`src/rtl/fetch_decode_ctrl.sv`:
```
// fetch_decode_ctrl: FETCH/DECODE/EXEC/WB sequencer feeding the 16-bit ALU/regfile datapath.
// Optional macro ILLEGAL_TRAP_EN: an illegal encoding sets the sticky illegal flag and parks in HALT until reset.
module fetch_decode_ctrl #(
  parameter int                WIDTH    = 16,
  parameter int                REGBITS  = 4,
  parameter int                ADDR_W   = 16,
  parameter logic [ADDR_W-1:0] RESET_PC = '0
) (
  input  logic               clk,
  input  logic               reset,
  input  logic               run,
  output logic               mem_req,
  output logic [ADDR_W-1:0]  mem_addr,
  input  logic               mem_ack,
  input  logic [WIDTH-1:0]   mem_rdata,
  output logic [3:0]         opcode,
  output logic [3:0]         opext,
  output logic [REGBITS-1:0] ra1,
  output logic [REGBITS-1:0] ra2,
  output logic [REGBITS-1:0] wa,
  output logic               regwrite,
  output logic               use_imm,
  output logic [WIDTH-1:0]   imm,
  output logic [ADDR_W-1:0]  pc,
  output logic               retired,
  output logic               illegal,
  output logic [2:0]         dbg_state
);

  // Handshake: mem_req stays high with mem_addr stable until a cycle where
  // mem_req & mem_ack are both 1; mem_rdata is captured in that same cycle.
`ifdef ILLEGAL_TRAP_EN
  typedef enum logic [2:0] {
    S_FETCH  = 3'd0,
    S_DECODE = 3'd1,
    S_EXEC   = 3'd2,
    S_WB     = 3'd3,
    S_HALT   = 3'd4
  } state_t;
`else
  typedef enum logic [2:0] {
    S_FETCH  = 3'd0,
    S_DECODE = 3'd1,
    S_EXEC   = 3'd2,
    S_WB     = 3'd3
  } state_t;
`endif

  state_t           state;
  logic [WIDTH-1:0] ir;
  logic             writes_q;
  logic [3:0]       func;
  logic             dec_imm;
  logic             dec_legal;
  logic             dec_signed;
  logic             dec_writes;
  logic [WIDTH-1:0] dec_imm_val;

  assign mem_addr  = pc;
  assign dbg_state = state;

  // The ALU function lives in opext for register form and in opcode for immediate form.
  always_comb begin
    dec_imm    = (ir[15:12] != 4'h0);
    func       = dec_imm ? ir[15:12] : ir[7:4];
    dec_legal  = 1'b0;
    dec_signed = 1'b0;
    case (func)
      4'h1, 4'h2, 4'h3, 4'hD: dec_legal = 1'b1;
      4'h5, 4'h9, 4'hB: begin
        dec_legal  = 1'b1;
        dec_signed = 1'b1;
      end
      default: ;
    endcase
    dec_writes  = dec_legal && (func != 4'hB);
    dec_imm_val = dec_signed ? {{(WIDTH-8){ir[7]}}, ir[7:0]}
                             : {{(WIDTH-8){1'b0}}, ir[7:0]};
  end

  always_ff @(posedge clk) begin
    if (reset) begin
      state    <= S_FETCH;
      pc       <= RESET_PC;
      ir       <= '0;
      mem_req  <= 1'b0;
      opcode   <= '0;
      opext    <= '0;
      ra1      <= '0;
      ra2      <= '0;
      wa       <= '0;
      use_imm  <= 1'b0;
      imm      <= '0;
      writes_q <= 1'b0;
      regwrite <= 1'b0;
      retired  <= 1'b0;
`ifdef ILLEGAL_TRAP_EN
      illegal  <= 1'b0;
`endif
    end else begin
      regwrite <= 1'b0;
      retired  <= 1'b0;
      case (state)
        S_FETCH: begin
          if (mem_req && mem_ack) begin
            ir      <= mem_rdata;
            pc      <= pc + ADDR_W'(1);
            mem_req <= 1'b0;
            state   <= S_DECODE;
          end else if (run) begin
            mem_req <= 1'b1;
          end
        end
        S_DECODE: begin
          opcode   <= ir[15:12];
          opext    <= ir[7:4];
          ra1      <= ir[11:8];
          ra2      <= ir[3:0];
          wa       <= ir[11:8];
          use_imm  <= dec_imm;
          imm      <= dec_imm_val;
          writes_q <= dec_writes;
`ifdef ILLEGAL_TRAP_EN
          if (!dec_legal) illegal <= 1'b1;
`endif
          state    <= S_EXEC;
        end
        S_EXEC: begin
          regwrite <= writes_q;
          retired  <= 1'b1;
          state    <= S_WB;
        end
        S_WB: begin
          // run is looked at here too so the next request can be acked in the first FETCH cycle.
`ifdef ILLEGAL_TRAP_EN
          if (illegal) begin
            state <= S_HALT;
          end else begin
            state   <= S_FETCH;
            mem_req <= run;
          end
`else
          state   <= S_FETCH;
          mem_req <= run;
`endif
        end
`ifdef ILLEGAL_TRAP_EN
        S_HALT: state <= S_HALT;
`endif
        default: state <= S_FETCH;
      endcase
    end
  end

`ifndef ILLEGAL_TRAP_EN
  assign illegal = 1'b0;
`endif

endmodule
```
`config.mk`:
```
export PLATFORM = sky130hd
export DESIGN_NAME = fetch_decode_ctrl
export DESIGN_NICKNAME = d
export VERILOG_FILES = /design/src/rtl/fetch_decode_ctrl.sv
export SDC_FILE = /design/constraint.sdc
export NUM_CORES = 1
export LEC_CHECK = 0
export ABC_AREA = 1
export BUFFER_PORTS_ARGS = -buffer_cell sky130_fd_sc_hd__buf_2
export CAP_MARGIN = 25
export CORE_UTILIZATION = 30
export CTS_BUF_LIST = sky130_fd_sc_hd__clkbuf_16
export DETAILED_ROUTE_END_ITERATION = 10
export GPL_TIMING_DRIVEN = 0
export HOLD_SLACK_MARGIN = 0.03
export PLACE_DENSITY = 0.52
export SETUP_SLACK_MARGIN = 0.4
export SLEW_MARGIN = 20
export SYNTH_ARGS = -nofsm -noshare
export SYNTH_HDL_FRONTEND = slang
export SYNTH_SLANG_ARGS = --single-unit
```
`constraint.sdc`:
```
create_clock -name clk -period 1.5 [get_ports clk]
set_input_delay 0 -clock clk [delete_from_list [all_inputs] [get_ports clk]]
set_output_delay 0 -clock clk [all_outputs]
set_load 0.005 [all_outputs]
```
Yosys cells after proc, flatten, opt, wreduce, memory -nomap -nowiden
Cells that the tools add are included.

$add $sub $neg: 1. Equal/unequal tests: 13. Muxes and demuxes: 10. Bitwise operators: 1. Reductions and logical operators: 10.

Operator list (number): adder 16 x 1 -> 16 bit, second input constant (1); 2-to-1 mux 16 bit (1); equality test 4 bit, second input constant (3); one-hot mux 3 bit (3 select lines) (1); equality test 4 x 2 -> 1 bit, second input constant (2); OR reduction 7 bit (1); equality test 3 x 2 -> 1 bit, second input constant (2); 2-to-1 mux 1 bit (5); equality test 4 x 1 -> 1 bit, second input constant (1); equality test 4 x 3 -> 1 bit, second input constant (1); 2-to-1 mux 4 bit (1); inequality test 4 bit, second input constant (1); AND reduction 2 bit (2); nonzero test 4 bit (1); equality test 3 x 1 -> 1 bit, second input constant (1); logical NOT 3 bit (1); 2-to-1 mux 3 bit (1); inequality test 3 bit, second input constant (1); OR reduction 3 bit (1); logical AND 1 bit (2); inequality test 2 bit, second input constant (1); one-hot mux 1 bit (2 select lines) (1); nonzero test 2 bit (1); OR reduction 2 bit (1); NOT 1 bit (1).

Register bits after elaboration: 72. Input bits: 20. Logic and storage cells: 48.

Depth between registers and ports, before layout
Gate-level depths: netlist (run 1).

Depth in word-level cells: 6. Depth in mapped cells: 9. Mapped depth without buffers: 9.

Worst setup path after synthesis (run 1)
OpenSTA, ideal clock, no wires.

Path type: reg2reg. Start point: reg state[0] (netlist: dbg_state[0]). End point: reg pc[11] (netlist: mem_addr[11]). Setup time: 0.128 ns. Arrival: 1.323 ns. Path slack: 0.050 ns. Stages on the path, launching flop included: 10. Cells stage by stage: dfxtp_1 -> inv_1 -> ha_1 -> nand3_4 -> nor2_4 -> nand2_1 -> nor2_2 -> nand3_1 -> o21ai_1 -> nor2_1.

Longest elaborated chain between the ends: 2.

RTL lines: start: declaration (line 49) `state_t state;`; start signal: assignment (line 83) `state <= S_FETCH;`; start signal: assignment (line 109) `state <= S_DECODE;`; start signal: assignment (line 126) `state <= S_EXEC;`; logical NOT 3 bit (line 103) `case (state)`; AND reduction 2 bit (no source line); end signal: assignment (line 107) `pc <= pc + ADDR_W'(1);`; end: declaration (line 24) `output logic [ADDR_W-1:0] pc,`.

Every way passes these cells. A chain may end at the register's enable or synchronous reset.

Worst setup path after layout (run 1)
Start point: reg state[1] (netlist: dbg_state[1]). End point: reg pc[11] (netlist: mem_addr[11]).

Same word-level chain as after synthesis.

==> results of run 1 <==
## metal layers
| layer | track usage, % | vias to the layer above | routed length, um |
|---|---|---|---|
| met1 | 19.9 | 1164 | 3130 |
| met2 | 27.5 | 82 | 3500 |
| li1 | - | 1324 | - |
| met4 | 3.59 | 0 | 59 |
| met5 | 0 | - | 0 |
| met3 | 3.56 | 6 | 470 |
## Yosys cell counts
| library cell | n |
|---|---|
| nor2_4 | 2 |
| inv_1 | 37 |
| nor2_2 | 4 |
| nand4_2 | 1 |
| buf_2 | 2 |
| clkbuf_1 | 10 |
| buf_4 | 37 |
| nand3_1 | 7 |
| ha_1 | 6 |
| o211ai_1 | 1 |
| o21ai_1 | 3 |
| dfxtp_1 | 56 |
| nand2_1 | 39 |
| nand2b_1 | 1 |
| nor3_1 | 3 |
| nand3_4 | 1 |
| nor2_1 | 31 |
| o21ai_0 | 39 |
| a21oi_1 | 47 |
| nand3_2 | 2 |
| a211oi_1 | 1 |
| conb_1 | 1 |
| inv_2 | 1 |
| nand4_1 | 1 |
## worst max-delay path: cells and delay by family (launching register included)
| kind | cells | cell delay, ns |
|---|---|---|
| buffers and inverters | 1 | 0.07 |
| flip-flops | 1 | 0.35 |
| AO/OA/AOI/OAI | 1 | 0.07 |
| AND/OR/NAND/NOR | 6 | 0.68 |
| adder cells (fa/ha/maj) | 1 | 0.15 |
## stage by stage
| stage | hold slack (ns) | setup TNS [ns] | instances | utilization (%) |
|---|---|---|---|---|
| floorplan | 0.145 | 0 | 334 | - |
| global placement | 0.259 | 0 | 531 | 38.7 |
| global route | 0.191 | -0.0703 | 584 | 50.6 |
| detailed placement | 0.265 | -0.00777 | 531 | 38.7 |
| finish | 0.142 | 0 | 584 | 50.6 |
| CTS | 0.0665 | 0 | 572 | 47.0 |
## cell type report
| cell class | count | area, sq um |
|---|---|---|
| Clock inverter | 3 | 11.3 |
| Timing Repair Buffer | 137 | 931 |
| Sequential cell | 56 | 1130 |
| Tap cell | 105 | 131 |
| Multi-Input combinational cell | 191 | 1250 |
| Clock buffer | 5 | 125 |
| Inverter | 38 | 158 |
| Buffer | 49 | 419 |
| Fill cell | 807 | 4060 |
## state kept, by name (all words and copies together) (netlist names)
signal / count
opcode: 4
ra2: 3
ir: 16
wa: 4
opext: 3
mem_req: 1
dbg_state: 2
writes_q: 1
retired: 1
regwrite: 1
imm: 3
use_imm: 1
mem_addr: 16
## kinds of logic (layout without fill, tap and decap cells)
logic type                 count (synthesis)  in the layout
AOI/OAI and AO/OA                         91             91
adders and majority gates                  6              6
buffers and inverters                     87            232
DFF                                       56             56
other                                      1              2
and+or+nand+nor                           92             92
## power by group through the flow
stage,sequential (W),combinational (W),clock [W]
floorplan,0.00196,0.000853,0
global placement,0.00196,0.00134,0
detailed placement,0.00196,0.00135,0
CTS,0.00194,0.00195,0.00115
global route,0.00201,0.00262,0.00122
finish,0.00198,0.00241,0.00113
## worst min-delay path by stage
| stage | cells past startpoint | from | end | slack (ns) |
|---|---|---|---|---|
| finish | 2 | reset | mem_addr[2] | 0.14 |
| global route | 5 | mem_ack | dbg_state[1] | 0.19 |
| CTS | 4 | mem_ack | dbg_state[0] | 0.07 |
| detailed placement | 3 | mem_rdata[3] | ir[3] | 0.26 |
| global placement | 3 | mem_rdata[3] | ir[3] | 0.26 |
| floorplan | 2 | mem_rdata[0] | ir[0] | 0.14 |
## what timing repair did
| action | in CTS | in global routing |
|---|---|---|
| gates resized for setup | 79 | 65 |
| endpoints found under the hold margin | 17 | 0 |
| hold buffers | 17 | 0 |
| buffers inserted | 12 | 11 |
| gates cloned | 4 | 1 |
| setup endpoints to repair | 53 | 54 |
| pin swaps | 9 | 32 |
==> impl_metrics.yaml, run 1 <==
outcome:
  status: "complete, no violations"
power:
  p_int_w: 0.00366
  total_power_w: 0.00551
  sequentialPowerShare_pct: 35.9
  p_leak_nw: 1.99
  vdd_drop_max_uv: 733
  combPwrFrac_pct: 43.7
  clockPowerShare_pct: 20.4
  swShare_pct: 33.6
  power.density_nw_per_um2: 1330
  p_sw_w: 0.00185
yosys:
  ys_seq_elements: 56
  synth_cell_type_count: 24
  syn-cell-area_sq_um: 2550
  synth_top_family_by_area: "buffers and inverters"
  synthTopCellsByArea: "dfxtp_1, buf_4, a21oi_1, o21ai_0, nand2_1"
  synth-simple-area-share_pct: 16.6
  synth_top_area_share_pct: 43.9
  ys_seq_area_share_pct: 43.9
  synth-xor-area-share_pct: 0
  avgSynthCellArea_sq_um: 7.66
  synth_compound_area_share_pct: 18.0
  synthAdderAreaFrac_pct: 2.94
  synthCells: 333
  synth_mux_area_share_pct: 0
  ys_warn_count: 0
  synth_largest_area_cell: "dfxtp_1"
grt:
  groute.usage.overall_pct: 15.9
  grt_pass1_wl_um: 10900
  antenna_found_initial: 0
  grt_max_degree: 16
  grt_pass1_vias: 2279
  grt_overflow_total: 0
timing:
  fin_crit_ns: 1.44
  grt_setup_unrepaired: "yes"
  drv_slew: 0
  slew_headroom_pct: 51.3
  fin_ws_ns: 0.0559
  fmax_ghz: 0.692
  skew_ns: 0.00662
  tightest_slew_ns: 0.730
  hold_viol_final: 0
  setup_viol: 0
  period_share_pct: 96.3
drt:
  viasPerCell: 4.41
  drc_errors: 0
  wire_per_inst_um: 12.3
  ant_nets: 0
  drtIter0Drc: 74
  firstDrtPassIters: 6
  vias: 2576
  wirelength_um: 7160
cells_and_area:
  fin_nets: 504
  final_cell_area_sq_um: 4160
  drive_gt1_share_pct: 51.1
  antenna_cells: 0
  final_common_cell: "buf_2"
  syn2layout_area_growth_pct: 62.9
  final_cell_mix: "buf_2, dfxtp_1, buf_4"
setup_path:
  critPathMaxFanout: 5
  crit_chain: "inv_4 -> ha_4 -> nand3_4 -> nor2_4 -> nand2_2 -> nor2_4 -> nand3_2 -> o21ai_2 -> nor2_1"
  path_class: "flop to flop"
  rr_endpoint: "mem_addr[11]"
  r2r-start: "dbg_state[1]"
  worstPathArrival_ns: 1.61
  r2r_slack_ns: 0.06
  crit_end: "mem_addr[11]"
  reg2reg_depth: 9
  crit_path_max_incr_delay_ns: 0.35
  cp-startpoint: "dbg_state[1]"
  crit_path_end_kind: "flop"
  startpoint_type: "flop"
  required_ns: 1.67
  slowest_stage: "dfxtp_4"
  path_common_cell: "nor2_4"
die:
  die_w_um: 94.2
  start_util_pct: 31.0
  rows: 33
  io_pins: 96
  die_y_um: 94.2
  coreArea_sq_um: 8220
  die_area_sq_um: 8880
hold_path:
  min_path_type: "input pin to flop"
placement:
  pre_cts_ws_ns: -0.00777
  portBuffers: 92
  post-dp-hpwl_um: 4540
  place_area_sq_um: 3180
  place_congestion: 0.766
clock_tree:
  cts_max_level: 2
  clk_latency_ns: 0.29
  cts.sinks: 56
  cts_buffers: 5
  cts_tree: "done"
  clk_pin_slew_ns: 0.07
  cts-root-buf: "clkbuf_16"
  cts_max_path_buffers: 2
run:
  cap_viol_max_count: 0
Power figures use the tool's default switching activity.
==> run 2, diff against run 1 <==
- PLACE_DENSITY: 0.52 -> 0.58
==> run 2 against run 1 <==
Net effect:
- core utilization is essentially flat
- hold slack lost 0.035 ns
- final cell count shrank 0.34%
- non-clock buffer count shrank 2
- fmax grew 4.5%
- highest routed layer unchanged
==> impl_metrics.yaml, run 2 (synthesis gave the netlist of run 1 again) <==
outcome:
  status: "complete, no violations"
die:
  rows: 33
  start_util_pct: 31.0
  io_pins: 96
  die_y_um: 94.2
  coreArea_sq_um: 8220
  die_w_um: 94.2
  die_area_sq_um: 8880
power:
  p_leak_nw: 1.96
  combPwrFrac_pct: 42.6
  power.density_nw_per_um2: 1310
  sequentialPowerShare_pct: 36.6
  clockPowerShare_pct: 20.8
  p_int_w: 0.00359
  swShare_pct: 33.9
  vdd_drop_max_uv: 868
  p_sw_w: 0.00184
grt:
  groute.usage.overall_pct: 15.2
  antenna_found_initial: 0
  grt_pass1_vias: 2287
  grt_overflow_total: 0
  grt_pass1_wl_um: 10500
  grt_max_degree: 17
clock_tree:
  clk_pin_slew_ns: 0.07
  cts_buffers: 5
  cts-root-buf: "clkbuf_16"
  cts_max_path_buffers: 2
  clk_latency_ns: 0.29
  cts_max_level: 2
  cts.sinks: 56
  cts_tree: "done"
cells_and_area:
  fill_cells: 779
  fin_nets: 502
  drive_gt1_share_pct: 51.6
  syn2layout_area_growth_pct: 62.7
  final_cell_mix: "buf_2, dfxtp_1, buf_4"
  final_common_cell: "buf_2"
  multi_input_area_sq_um: 1290
  regArea_sq_um: 1130
  final_core_util_pct: 50.5
  antenna_cells: 0
timing:
  setup_viol: 0
  grt_setup_unrepaired: "yes"
  hold_viol_final: 0
  fin_ws_ns: 0.118
  drv_slew: 0
  slew_headroom_pct: 49.9
  final.setup.tns_ns: 0
  tightest_slew_ns: 0.751
  skew_ns: 0.00568
  period_share_pct: 92.1
  fin_crit_ns: 1.38
  fmax_ghz: 0.724
placement:
  pre_cts_ws_ns: 0.0251
  place_congestion: 0.800
  post-dp-hpwl_um: 4550
  portBuffers: 92
setup_path:
  worstPathArrival_ns: 1.54
  critPathMaxFanout: 4
  crit_path_end_kind: "flop"
  required_ns: 1.66
  startpoint_type: "flop"
  path_class: "flop to flop"
drt:
  wirelength_um: 7130
  viasPerCell: 4.41
  drtIter0Drc: 57
  wire_per_inst_um: 12.2
  vias: 2565
  ant_nets: 0
  drc_errors: 0
  firstDrtPassIters: 4
hold_path:
  min_path_type: "input pin to flop"
run:
  cap_viol_max_count: 0
==> run 2: cell types whose count changed in the layout (fill, tap and decap cells not counted), moves of 2 or more <==
cell / change
nor2_2: -3
nor2_1: +2
buf_6: -2
buf_8: +2
ha_1: -2
a21oi_2: -2
clkinv_2: +2
a21oi_4: +2
clkbuf_8: -2
inv_1: -2
==> run 2: stage by stage <==
step                      cells  hold WS (ns)  instance area, sq um  total power [W]
after CTS                   574        0.0782                  3850          0.00504
after global placement      531         0.253                  3180          0.00329
after global routing        582         0.106                  4150          0.00574
after floorplan             334         0.145                  2590          0.00281
after detailed placement    531         0.262                  3180          0.00332
final                       582         0.107                  4150          0.00543
==> run 2: cell type report <==
class | instances | share of cell area [%]
plain buffers | 49 | 10.1
clock buffers | 5 | 3.01
clock inverters | 3 | 0.332
inverters | 38 | 3.80
multi-input cells | 191 | 31.0
flip-flops and latches | 56 | 27.2
well taps | 105 | 3.16
repair buffers | 135 | 21.3
==> run 2: worst max-delay path: stages (launching register included) <==
cell and delay (ns):
dfxtp_4 0.36, inv_4 0.06, ha_4 0.14, nand3_4 0.11
nor2_4 0.19, nand2_2 0.10, nor2_4 0.10, nand3_1 0.07
o21ai_1 0.09, nor2_1 0.05
==> run 2: metal layers <==
metal	track usage, %	part of all wire, %	vias to the layer above
li1	-	-	1325
met1	18.0	43	1156
met2	27.2	51	77
met3	3.24	5.4	7
met4	4.49	1.0	0
met5	0	0	-
==> run 2: worst paths after layout <==
kind / from / end / slack [ns] / cells past startpoint
max: dbg_state[0] / mem_addr[11] / 0.12 / 9
min: mem_ack / dbg_state[0] / 0.11 / 4
max reg2reg: dbg_state[0] / mem_addr[11] / 0.12 / 9
min reg2reg: ir[9] / wa[1] / 0.46 / 2
==> run 2: power groups by stage <==
stage	combinational [W]	clock (W)	sequential (W)
3_3_place_gp	0.00133	0	0.00196
2_1_floorplan	0.000853	0	0.00196
5_1_grt	0.00251	0.00121	0.00202
6_report	0.00231	0.00113	0.00199
4_1_cts	0.00195	0.00115	0.00195
3_5_place_dp	0.00135	0	0.00197
==> run 2: what timing repair did <==
action                                  4_1_cts  5_1_grt
endpoints found under the hold margin        17        0
buffers inserted                             16        7
pin swaps                                    20       25
cloned                                        2        1
gates resized for setup                      76       73
endpoints found under the setup margin       53       54
hold buffers                                 17        0
